===== config.mk =====
export PLATFORM = sky130hd
export DESIGN_NAME = seq_restoring_divider
export DESIGN_NICKNAME = d
export VERILOG_FILES = /design/src/rtl/seq_restoring_divider.sv
export SDC_FILE = /design/constraint.sdc
export NUM_CORES = 1
export LEC_CHECK = 0
export ABC_AREA = 1
export CAP_MARGIN = 20
export CELL_PAD_IN_SITES_DETAIL_PLACEMENT = 0
export CELL_PAD_IN_SITES_GLOBAL_PLACEMENT = 2
export CORE_MARGIN = 2
export CORE_UTILIZATION = 30
export CTS_BUF_LIST = sky130_fd_sc_hd__clkbuf_16
export DETAILED_ROUTE_END_ITERATION = 16
export GPL_TIMING_DRIVEN = 0
export HOLD_SLACK_MARGIN = 0.1
export PLACE_DENSITY = 0.89
export SETUP_SLACK_MARGIN = 0.15
export SLEW_MARGIN = 0
export SYNTH_ARGS = -nofsm -noshare
export SYNTH_HDL_FRONTEND = slang
export SYNTH_SLANG_ARGS = --single-unit

===== constraint.sdc =====
create_clock -name clk -period 14.9 [get_ports clk]
set_input_delay 2.98 -clock clk [delete_from_list [all_inputs] [get_ports clk]]
set_output_delay 2.98 -clock clk [all_outputs]
set_load 0.01 [all_outputs]

===== src/rtl/seq_restoring_divider.sv =====
// rtl/seq_restoring_divider.sv - multi-cycle restoring divider, valid/ready on both sides
// Optional signed mode: define DIV_SIGNED_EN for two's-complement truncating division.
module seq_restoring_divider #(
    parameter int WIDTH = 16
) (
    input  logic             clk,
    input  logic             rst,
    input  logic             in_valid,
    output logic             in_ready,
    input  logic [WIDTH-1:0] dividend,
    input  logic [WIDTH-1:0] divisor,
    output logic             out_valid,
    input  logic             out_ready,
    output logic [WIDTH-1:0] quotient,
    output logic [WIDTH-1:0] remainder,
    output logic             div_by_zero
);
    localparam int CW = (WIDTH > 2) ? $clog2(WIDTH) : 1;

    typedef enum logic [1:0] {IDLE, CALC, DONE} state_t;

    state_t           state_q;
    logic [CW-1:0]    count_q;
    logic [WIDTH:0]   r_q;
    logic [WIDTH-1:0] q_q;
    logic [WIDTH-1:0] d_q;
    logic             in_ready_q;
    logic             out_valid_q;
    logic [WIDTH-1:0] quotient_q;
    logic [WIDTH-1:0] remainder_q;
    logic             dbz_q;

    logic [WIDTH:0]   p;
    logic [WIDTH:0]   db;
    logic [WIDTH:0]   t;
    logic [WIDTH+1:0] c;
    logic             no_borrow;
    logic [WIDTH:0]   r_d;
    logic [WIDTH-1:0] q_d;
    logic [WIDTH-1:0] a_mag;
    logic [WIDTH-1:0] b_mag;
    logic [WIDTH-1:0] q_fix;
    logic [WIDTH-1:0] r_fix;
    logic             unused_r_msb;

    // The remainder never exceeds the divisor, so its top bit only matters inside P.
    assign unused_r_msb = r_q[WIDTH];

    // Trial subtraction as a ripple of full adders: P + ~D + 1.
    always_comb begin
        p    = {r_q[WIDTH-1:0], q_q[WIDTH-1]};
        db   = ~{1'b0, d_q};
        c    = '0;
        t    = '0;
        c[0] = 1'b1;
        for (int i = 0; i <= WIDTH; i++) begin
            t[i]   = p[i] ^ db[i] ^ c[i];
            c[i+1] = (p[i] & db[i]) | (p[i] & c[i]) | (db[i] & c[i]);
        end
        no_borrow = c[WIDTH+1];
        r_d       = no_borrow ? t : p;
        q_d       = {q_q[WIDTH-2:0], no_borrow};
    end

`ifdef DIV_SIGNED_EN
    logic q_neg_q;
    logic r_neg_q;

    always_comb begin
        a_mag = dividend[WIDTH-1] ? (~dividend + 1'b1) : dividend;
        b_mag = divisor[WIDTH-1]  ? (~divisor + 1'b1)  : divisor;
        q_fix = q_neg_q ? (~q_d + 1'b1) : q_d;
        r_fix = r_neg_q ? (~r_d[WIDTH-1:0] + 1'b1) : r_d[WIDTH-1:0];
    end

    always_ff @(posedge clk) begin
        if (rst) begin
            q_neg_q <= 1'b0;
            r_neg_q <= 1'b0;
        end else if (state_q == IDLE && in_valid) begin
            q_neg_q <= dividend[WIDTH-1] ^ divisor[WIDTH-1];
            r_neg_q <= dividend[WIDTH-1];
        end
    end
`else
    always_comb begin
        a_mag = dividend;
        b_mag = divisor;
        q_fix = q_d;
        r_fix = r_d[WIDTH-1:0];
    end
`endif

    always_ff @(posedge clk) begin
        if (rst) begin
            state_q     <= IDLE;
            count_q     <= '0;
            r_q         <= '0;
            q_q         <= '0;
            d_q         <= '0;
            in_ready_q  <= 1'b1;
            out_valid_q <= 1'b0;
            quotient_q  <= '0;
            remainder_q <= '0;
            dbz_q       <= 1'b0;
        end else begin
            case (state_q)
                IDLE: begin
                    if (in_valid) begin
                        in_ready_q <= 1'b0;
                        if (divisor == '0) begin
                            state_q     <= DONE;
                            out_valid_q <= 1'b1;
                            quotient_q  <= '1;
                            remainder_q <= dividend;
                            dbz_q       <= 1'b1;
                        end else begin
                            state_q <= CALC;
                            count_q <= '0;
                            r_q     <= '0;
                            q_q     <= a_mag;
                            d_q     <= b_mag;
                        end
                    end
                end
                CALC: begin
                    r_q     <= r_d;
                    q_q     <= q_d;
                    count_q <= count_q + 1'b1;
                    if (count_q == CW'(WIDTH - 1)) begin
                        state_q     <= DONE;
                        out_valid_q <= 1'b1;
                        quotient_q  <= q_fix;
                        remainder_q <= r_fix;
                        dbz_q       <= 1'b0;
                    end
                end
                DONE: begin
                    if (out_ready) begin
                        state_q     <= IDLE;
                        out_valid_q <= 1'b0;
                        in_ready_q  <= 1'b1;
                    end
                end
                default: state_q <= IDLE;
            endcase
        end
    end

    assign in_ready    = in_ready_q;
    assign out_valid   = out_valid_q;
    assign quotient    = quotient_q;
    assign remainder   = remainder_q;
    assign div_by_zero = dbz_q;
endmodule

==> results of run 1 <==
==> state kept, by name (all words and copies together) (netlist names) <==
name	flops
q_q	16
in_ready	1
out_valid	1
d_q	16
state_q	2
r_q	16
count_q	4
remainder	16
div_by_zero	1
quotient	16
==> cells in the mapped netlist, types with 3 or more instances <==
master / number / share of area (%)
nor3b_1: 15 / 2.3
buf_1: 7 / 0.54
buf_4: 5 / 0.77
o21ai_0: 3 / 0.31
nand3_1: 23 / 2.4
dfxtp_1: 89 / 37
buf_2: 16 / 1.6
fa_1: 15 / 6.2
or2_2: 15 / 1.9
nand2_1: 149 / 11
nor2_1: 194 / 15
nand4_1: 36 / 4.6
a21oi_1: 52 / 5.3
ha_1: 5 / 1.3
clkbuf_1: 15 / 1.2
inv_1: 73 / 5.6
==> critical path: cells and delay by family (launching register included) <==
kind | cells | cell delay (ns)
adders and majority gates | 16 | 6.10
and+or+nand+nor | 7 | 1.06
DFF | 1 | 0.39
buffers and inverters | 2 | 0.25
==> cell type report <==
type                            instances  area (um2)  share of cell area, %
Buffer                                 45       222.7                  3.635
Multi-Input combinational cell        521        2584                  42.17
Clock inverter                          7       61.31                  1.001
Tap cell                              216       270.3                  4.411
Timing Repair Buffer                   70       700.7                  11.44
Sequential cell                        89        1782                  29.08
Clock buffer                            9       225.2                  3.676
Inverter                               75       281.5                  4.595
==> through the flow <==
stage / utilization (%) / hold slack [ns] / instances / cell area [um2] / worst slack [ns]
finish: 38.57 / 0.4702 / 1032 / 6127 / 6.965
global route: 38.57 / 0.4752 / 1032 / 6127 / 6.528
CTS: 38.57 / 0.4712 / 1032 / 6127 / 7.021
detailed placement: 36.77 / 0.4505 / 1016 / 5841 / 7.055
global placement: 36.77 / 0.4540 / 1016 / 5841 / 7.100
floorplan: - / 0.4377 / 730 / 4870 / 7.796
==> cells by family (layout without fill, tap and decap cells) <==
family,after synthesis,after routing,synth area share [%]
buffers and inverters,120,206,10.35
DFF,89,89,36.59
and+or+nand+nor,442,442,39.41
adders and majority gates,20,20,7.451
AOI/OAI and AO/OA,59,59,6.192
==> path summary, 6_finish.rpt <==
check | from | endpoint | slack, ns | cells after the start
max reg2reg | d_q[0] | remainder[15] | 6.97 | 25
min reg2reg | out_valid | out_valid | 0.47 | 2
min | out_valid | out_valid | 0.47 | 2
max | d_q[0] | remainder[15] | 6.97 | 25
==> power groups by stage <==
stage | Combinational (uW) | Sequential [uW] | Clock (uW)
after floorplan | 416 | 353 | 0
after global placement | 604 | 351 | 0
after detailed placement | 604 | 352 | 0
after CTS | 609 | 347 | 233
after global routing | 688 | 356 | 243
final | 606 | 347 | 228
==> metal layers <==
| layer | vias up | share of wire, % | global-route usage, % |
|---|---|---|---|
| met4 | 0 | 2.5 | 7.186 |
| li1 | 2437 | - | - |
| met5 | - | 0 | 0 |
| met2 | 106 | 41 | 24.69 |
| met1 | 1962 | 52 | 24.62 |
| met3 | 19 | 4.3 | 2.392 |
==> impl_metrics.csv, run 1 <==
group,metric,value,unit
run_status,status,"finished clean",
place,portBuffers,70,
sta,period_share,53.25,%
clocking,cts.sinks,89,
sta,tightest_slew,0.6863,ns
clocking,post_cts_buffers,0,
flow_run,drv_cap,0,
routing,dr.pass1.iters,4,
cells_and_area,layout_commonest_cell,"nor2_1",
synth,yosysWarnings,0,
cells_and_area,nFillCells,1731,
power_and_ir_drop,power.switching,507.4,uW
worst_setup_path,cp-end-kind,"register",
sta,fin_worst_skew,0.006870,ns
cells_and_area,area_growth,25.82,%
floorplanning,die_w,131.4,um
clocking,cts.repair.resized,0,
global_route,track_usage,16.87,%
global_route,first_global_vias,4301,
floorplanning,num_rows,46,
sta,rsz0062_at_grt,"false",
power_and_ir_drop,max-vdd-ir-drop,0.08986,mV
routing,drtAntennaViolNets,0,
sta,finalHoldViolations,0,
worst_setup_path,crit_path_start_kind,"register",
cells_and_area,antennaDiodeCount,0,
routing,drc,0,
power_and_ir_drop,leakage,0.002680,uW
cells_and_area,most-common-layout-cells,"nor2_1, nand2_1, dfxtp_1, inv_1, clkdlybuf4s50_1",
clocking,clkTransAtPathRegs,0.07,ns
worst_setup_path,crit_required,15.15,ns
clocking,root_buffer,"clkbuf_16",
clocking,clock_latency,0.35,ns
floorplanning,io_pins,71,
global_route,grt_max_degree,15,
cells_and_area,fin_nets,867,
place,place.gp.congestion,0.8416,
sta,final.min_clock_period,7.935,ns
clocking,numCtsBuffers,9,
synth,synth_fp_nets,786,
power_and_ir_drop,power_density,192.7,nW/um2
clocking,hold_buffers,0,
sta,drv_slew,0,
worst_setup_path,cpMaxStageDelayCell,"nor3b_1",
power_and_ir_drop,internal_power,673.5,uW
sta,setup_viol,0,
floorplanning,dieArea,17270,um2
floorplanning,start_util,30.66,%
sta,fmax,126.0,MHz
synth,syn_area_per_cell,6.671,um2
global_route,grt_pass1_wl,23030,um
routing,wl_per_cell,13.74,um
routing,vias,4524,
power_and_ir_drop,pwr-share-clk,19.3,%
worst_setup_path,max_stage_delay,0.45,ns
synth,synthArstFlopShare,0,%
synth,syn_area,4870,um2
synth,syn-instance-count,730,
worst_setup_path,crit_top_cell,"fa_1",
power_and_ir_drop,pwr-share-seq,29.4,%
global_route,antenna_found_initial,0,
power_and_ir_drop,p_comb_share,51.3,%
synth,synth-seq-cells,89,
synth,ys_seq_area_share,36.59,%
routing,wirelength,14180,um
hold_path,hold_path_class,"register to register",
synth,synth.distinct_cells,28,
floorplanning,die_h,131.4,um
worst_setup_path,crit_type,"register to register",
clocking,cts_tree,"built",
sta,fin_tns_setup,0,ns
place,dp_hpwl,10710,um
floorplanning,core-area,15890,um2
synth,synth-edff-count,0,
global_route,overflow,0,
routing,vias_per_cell,4.384,
worst_setup_path,critPathMaxFanout,10,
sta,relSlewSlack,54.24,%
power_and_ir_drop,p_sw_share,42.97,%
clocking,clk_path_buf_depth,2,
synth,synth_top_flop_cell,"dfxtp_1",
clocking,htree_levels,3,
power_and_ir_drop,total_power,1181,uW
cells_and_area,layout-drive-gt1-share,7.475,%
worst_setup_path,crit_arrival,8.18,ns
routing,drt_iter0_markers,450,
No activity file was read; power rests on OpenSTA's default activity.
==> inputs of run 2 (changes only) <==
--- a/config.mk
+++ b/config.mk
@@ -10,12 +10,12 @@
 export CELL_PAD_IN_SITES_DETAIL_PLACEMENT = 0
 export CELL_PAD_IN_SITES_GLOBAL_PLACEMENT = 2
 export CORE_MARGIN = 2
-export CORE_UTILIZATION = 30
+export CORE_UTILIZATION = 27
 export CTS_BUF_LIST = sky130_fd_sc_hd__clkbuf_16
 export DETAILED_ROUTE_END_ITERATION = 16
 export GPL_TIMING_DRIVEN = 0
 export HOLD_SLACK_MARGIN = 0.1
-export PLACE_DENSITY = 0.89
+export PLACE_DENSITY = 0.85
 export SETUP_SLACK_MARGIN = 0.15
 export SLEW_MARGIN = 0
 export SYNTH_ARGS = -nofsm -noshare
==> constraint.sdc (replaced) <==
create_clock -name clk -period 7 [get_ports clk]
set_input_delay 1.4 -clock clk [delete_from_list [all_inputs] [get_ports clk]]
set_output_delay 1.4 -clock clk [all_outputs]
set_load 0.01 [all_outputs]
==> impl_metrics.csv, run 2 (synthesis results as in run 1) <==
group,metric,value,unit
run_status,status,"finished clean",
clocking,numCtsBuffers,9,
place,dp_hpwl,11000,um
clocking,cts.sinks,89,
floorplanning,start_util,27.30,%
routing,drt_iter0_markers,280,
sta,final.min_clock_period,6.858,ns
global_route,track_usage,15.88,%
place,dp_cells,1029,
clocking,clock_latency,0.35,ns
routing,wirelength,14670,um
power_and_ir_drop,power_density,413.6,nW/um2
worst_setup_path,cp-end-kind,"register",
routing,wl_per_cell,13.97,um
floorplanning,dieArea,19130,um2
cells_and_area,layoutNonFillerInstCount,1050,
cells_and_area,layout-drive-gt1-share,16.08,%
routing,vias,4654,
floorplanning,die_h,138.3,um
sta,drv_slew,0,
worst_setup_path,crit_path_start_kind,"register",
routing,drc,0,
worst_setup_path,regToRegSetupSlack,0.14,ns
cells_and_area,nFillCells,1937,
worst_setup_path,crit_type,"register to register",
cells_and_area,register_area,1784,um2
global_route,overflow,0,
clocking,htree_levels,3,
place,portBuffers,70,
place,place.gp.congestion,0.8208,
routing,vias_per_cell,4.432,
cells_and_area,area_growth,34.99,%
flow_run,drv_cap,0,
sta,period_share,97.96,%
cells_and_area,most-common-layout-cells,"nor2_1, nand2_1, dfxtp_1, inv_1, clkdlybuf4s50_1",
sta,fin_tns_setup,0,ns
worst_setup_path,critPathMaxFanout,7,
floorplanning,die_w,138.3,um
clocking,root_buffer,"clkbuf_16",
sta,setup_viol,0,
global_route,grt_pass1_wl,24450,um
sta,rsz0062_at_grt,"true",
power_and_ir_drop,total_power,2719,uW
cells_and_area,final_util,36.85,%
worst_setup_path,crit_arrival,7.13,ns
floorplanning,num_rows,49,
power_and_ir_drop,max-vdd-ir-drop,0.1903,mV
hold_path,worstHoldStart,"out_valid",
cells_and_area,layout_commonest_cell,"nor2_1",
sta,tightest_slew,0.6369,ns
worst_setup_path,startpoint,"q_q[15]",
cells_and_area,antennaDiodeCount,0,
floorplanning,core-area,17840,um2
clocking,clk_path_buf_depth,2,
power_and_ir_drop,leakage,0.002814,uW
global_route,first_global_vias,4618,
global_route,antenna_found_initial,0,
floorplanning,io_pins,71,
worst_setup_path,endpoint,"remainder[12]",
sta,finalHoldViolations,0,
sta,relSlewSlack,57.54,%
worst_setup_path,r2r-start,"q_q[15]",
sta,fmax,145.8,MHz
worst_setup_path,timing.rr.end,"remainder[12]",
worst_setup_path,crit_required,7.28,ns
hold_path,hold_path_class,"register to register",
clocking,clkTransAtPathRegs,0.06,ns
cells_and_area,fin_nets,874,
sta,fin_worst_skew,0.01211,ns
clocking,cts_tree,"built",
global_route,grt_max_degree,14,
cells_and_area,multi_input_area,2889,um2
routing,drtAntennaViolNets,0,
routing,dr.pass1.iters,4,
sta,finalHoldWorstSlack,0.4662,ns
worst_setup_path,r2r_cells,26,
## run 2: changes by cell type in the layout (fill, tap and decap cells not counted), moves of 8 or more
cell / before / now
fa_1: 15 / 0
nor2_1: 194 / 177
nor3b_2: 0 / 9
nor2_4: 0 / 14
fa_2: 0 / 15
nand2_1: 149 / 141
nor3b_1: 15 / 1
## run 2: worst min path at each step
stage | endpoint | slack, ns | cells past startpoint
after floorplan | d_q[0] | 0.44 | 2
after global placement | out_valid | 0.46 | 2
after detailed placement | out_valid | 0.46 | 2
after CTS | out_valid | 0.47 | 2
after global routing | out_valid | 0.48 | 2
final | out_valid | 0.47 | 2
## run 2: critical path, cell delays in order, from the launching register on
cell	delay [ns]
dfxtp_2	0.32
inv_2	0.08
ha_4	0.13
inv_2	0.03
fa_2	0.34
fa_2	0.34
fa_2	0.35
fa_2	0.35
fa_2	0.35
fa_2	0.34
fa_2	0.35
fa_2	0.35
fa_2	0.35
fa_2	0.36
fa_2	0.35
fa_2	0.34
fa_2	0.35
fa_2	0.35
fa_2	0.36
nor2_4	0.19
nand2_4	0.13
clkbuf_16	0.20
nor2_2	0.12
nor3b_2	0.07
nand3_1	0.10
nand2_1	0.06
nor2_1	0.10
## run 2: metal layers
metal / track usage (%) / vias up / share of wire [%]
met5: 0 / - / 0
met4: 6.069 / 0 / 2.2
met3: 2.702 / 15 / 3.7
met2: 23.35 / 84 / 42
met1: 23.19 / 2105 / 52
li1: - / 2450 / -
## run 2: repair_timing
action | 4_1_cts | 5_1_grt
buffers inserted | 0 | 4
pin swaps | 1 | 17
gates cloned | 1 | 2
hold buffers | 0 | 0
setup endpoints to repair | 34 | 33
resized for setup | 32 | 60
## run 2: layout make-up
class / count / area share (%)
Multi-Input combinational cell: 521 / 43.95
Sequential cell: 89 / 27.14
Timing Repair Buffer: 77 / 11.80
Tap cell: 229 / 4.359
Inverter: 75 / 4.282
Buffer: 45 / 3.921
Clock buffer: 9 / 3.426
Clock inverter: 5 / 1.123
## run 2: per-stage QoR
| stage | setup slack (ns) | area [um2] |
|---|---|---|
| floorplan | 0.1542 | 4895 |
| global placement | -0.4943 | 5882 |
| detailed placement | -0.5016 | 5882 |
| CTS | 0.1479 | 6304 |
| global route | -0.06379 | 6574 |
| finish | 0.1425 | 6574 |
## run 2: report_power, final
part	switching (uW)	internal [uW]	total (uW)
logic	850	617	1470
clock network	201	306	507
registers	94.1	651	745
==> inputs of run 3 (changes only) <==
--- a/config.mk
+++ b/config.mk
@@ -9,7 +9,7 @@
 export CAP_MARGIN = 20
 export CELL_PAD_IN_SITES_DETAIL_PLACEMENT = 0
 export CELL_PAD_IN_SITES_GLOBAL_PLACEMENT = 2
-export CORE_MARGIN = 2
+export CORE_MARGIN = 3
 export CORE_UTILIZATION = 27
 export CTS_BUF_LIST = sky130_fd_sc_hd__clkbuf_16
 export DETAILED_ROUTE_END_ITERATION = 16
==> impl_metrics.csv, run 3 (synthesis results as in run 1) <==
group,metric,value,unit
run_status,status,"finished clean",
floorplanning,dieArea,19680,um2
place,place_ws,-0.5164,ns
worst_setup_path,critPathMaxFanout,5,
clocking,clkTransAtPathRegs,0.06,ns
hold_path,hold_path_class,"register to register",
global_route,first_global_vias,4542,
power_and_ir_drop,leakage,0.002779,uW
worst_setup_path,cp-end-kind,"register",
place,place.gp.congestion,0.8444,
sta,period_share,97.94,%
floorplanning,num_rows,48,
routing,vias_per_cell,4.470,
worst_setup_path,crit_top_cell,"fa_2",
sta,finalHoldViolations,0,
place,placed_cell_area,5877,um2
clocking,hold_buffers,0,
worst_setup_path,crit_arrival,7.10,ns
clocking,root_buffer,"clkbuf_16",
floorplanning,die_h,140.3,um
routing,wirelength,14860,um
routing,vias,4680,
cells_and_area,area_growth,33.38,%
clocking,clk_path_buf_depth,2,
routing,dr.max_layer_used,"met4",
hold_path,min_to,"out_valid",
clocking,numCtsBuffers,9,
routing,drt_iter0_markers,252,
power_and_ir_drop,power_density,407.7,nW/um2
place,portBuffers,70,
worst_setup_path,r2r-start,"q_q[15]",
worst_setup_path,timing.rr.end,"remainder[15]",
routing,wirelength_met1,7572,um
clocking,cts.sinks,89,
global_route,grt_pass1_wl,23830,um
cells_and_area,fin_nets,873,
power_and_ir_drop,max-vdd-ir-drop,0.1681,mV
cells_and_area,final_area,6495,um2
sta,drv_slew,0,
worst_setup_path,regToRegSetupSlack,0.14,ns
global_route,overflow,0,
worst_setup_path,critPathBufInv,3,
clocking,clock_latency,0.35,ns
floorplanning,core-area,17480,um2
worst_setup_path,cpMaxStageDelayCell,"fa_2",
floorplanning,start_util,27.86,%
sta,setup_viol,0,
routing,wl_met2,6455,um
routing,wl_per_cell,14.19,um
worst_setup_path,crit_required,7.25,ns
floorplanning,die_w,140.3,um
hold_path,hold_path_depth,2,
sta,setup_ws,0.1441,ns
global_route,track_usage,15.24,%
cells_and_area,antennaDiodeCount,0,
cells_and_area,layout_commonest_cell,"nor2_1",
sta,relSlewSlack,53.63,%
cells_and_area,final_util,37.16,%
cells_and_area,most-common-layout-cells,"nor2_1, nand2_1, dfxtp_1, inv_1, clkdlybuf4s50_1",
cells_and_area,layout-drive-gt1-share,15.57,%
global_route,antenna_found_initial,0,
clocking,htree_levels,3,
sta,final.min_clock_period,6.856,ns
worst_setup_path,crit_path_start_kind,"register",
sta,finalHoldWorstSlack,0.4743,ns
routing,drtAntennaViolNets,0,
routing,drc,0,
sta,rsz0062_at_grt,"true",
routing,met3_length,546,um
worst_setup_path,r2r_cells,26,
floorplanning,io_pins,71,
sta,tightest_slew,0.6956,ns
routing,dr.pass1.iters,5,
worst_setup_path,crit_family,"adder cells",
sta,fin_tns_setup,0,ns
clocking,cts_tree,"built",
sta,fmax,145.9,MHz
sta,fin_worst_skew,0.01029,ns
global_route,grt_max_degree,14,
hold_path,worstHoldStart,"out_valid",
cells_and_area,nFillCells,1913,
worst_setup_path,max_stage_delay,0.38,ns
place,dp_hpwl,11160,um
worst_setup_path,crit_type,"register to register",
flow_run,drv_cap,0,
[run 3: area by class of cell]
class | instances | area (um2) | area share, %
Multi-Input combinational cell | 521 | 2874 | 44.25
Sequential cell | 89 | 1784 | 27.47
Timing Repair Buffer | 76 | 764.5 | 11.77
Inverter | 75 | 281.5 | 4.334
Tap cell | 225 | 281.5 | 4.334
Buffer | 45 | 254.0 | 3.911
Clock buffer | 9 | 225.2 | 3.468
Clock inverter | 7 | 30.03 | 0.4623
[run 3: per-stage QoR]
stage	power (uW)	cells
after detailed placement	2057	1025
after floorplan	1654	730
after CTS	2557	1042
after global placement	2055	1025
after global routing	2885	1047
final	2648	1047
[run 3: tightest hold or removal path: cells and delay by family (launching register included)]
family,cells,cell delay (ns)
flops,1,0.32
simple gates,1,0.06
compound gates,1,0.05
[run 3: how the worst max path moves through the flow]
stage / from / end / cells after the start
finish: q_q[15] / remainder[15] / 26
global route: q_q[15] / remainder[6] / 26
CTS: q_q[15] / remainder[15] / 26
detailed placement: d_q[0] / remainder[15] / 25
global placement: d_q[0] / remainder[15] / 25
floorplan: q_q[15] / remainder[1] / 26
[run 3: metal layers]
layer / vias to the layer above / GRT usage [%]
met1: 2120 / 21.86
met5: - / 0
met3: 15 / 2.356
met2: 95 / 22.96
met4: 0 / 5.915
li1: 2450 / -
[run 3: power breakdown]
group          switching, uW  internal, uW
Sequential              95.2           651
Combinational            853           615
Clock                    200           233
Total                   1150          1500
[run 3: timing repair]
item / in CTS / in global routing
pin swaps: 2 / 16
setup buffers: 1 / 3
gates resized for setup: 35 / 49
setup endpoints to repair: 34 / 33
gates cloned: 0 / 2
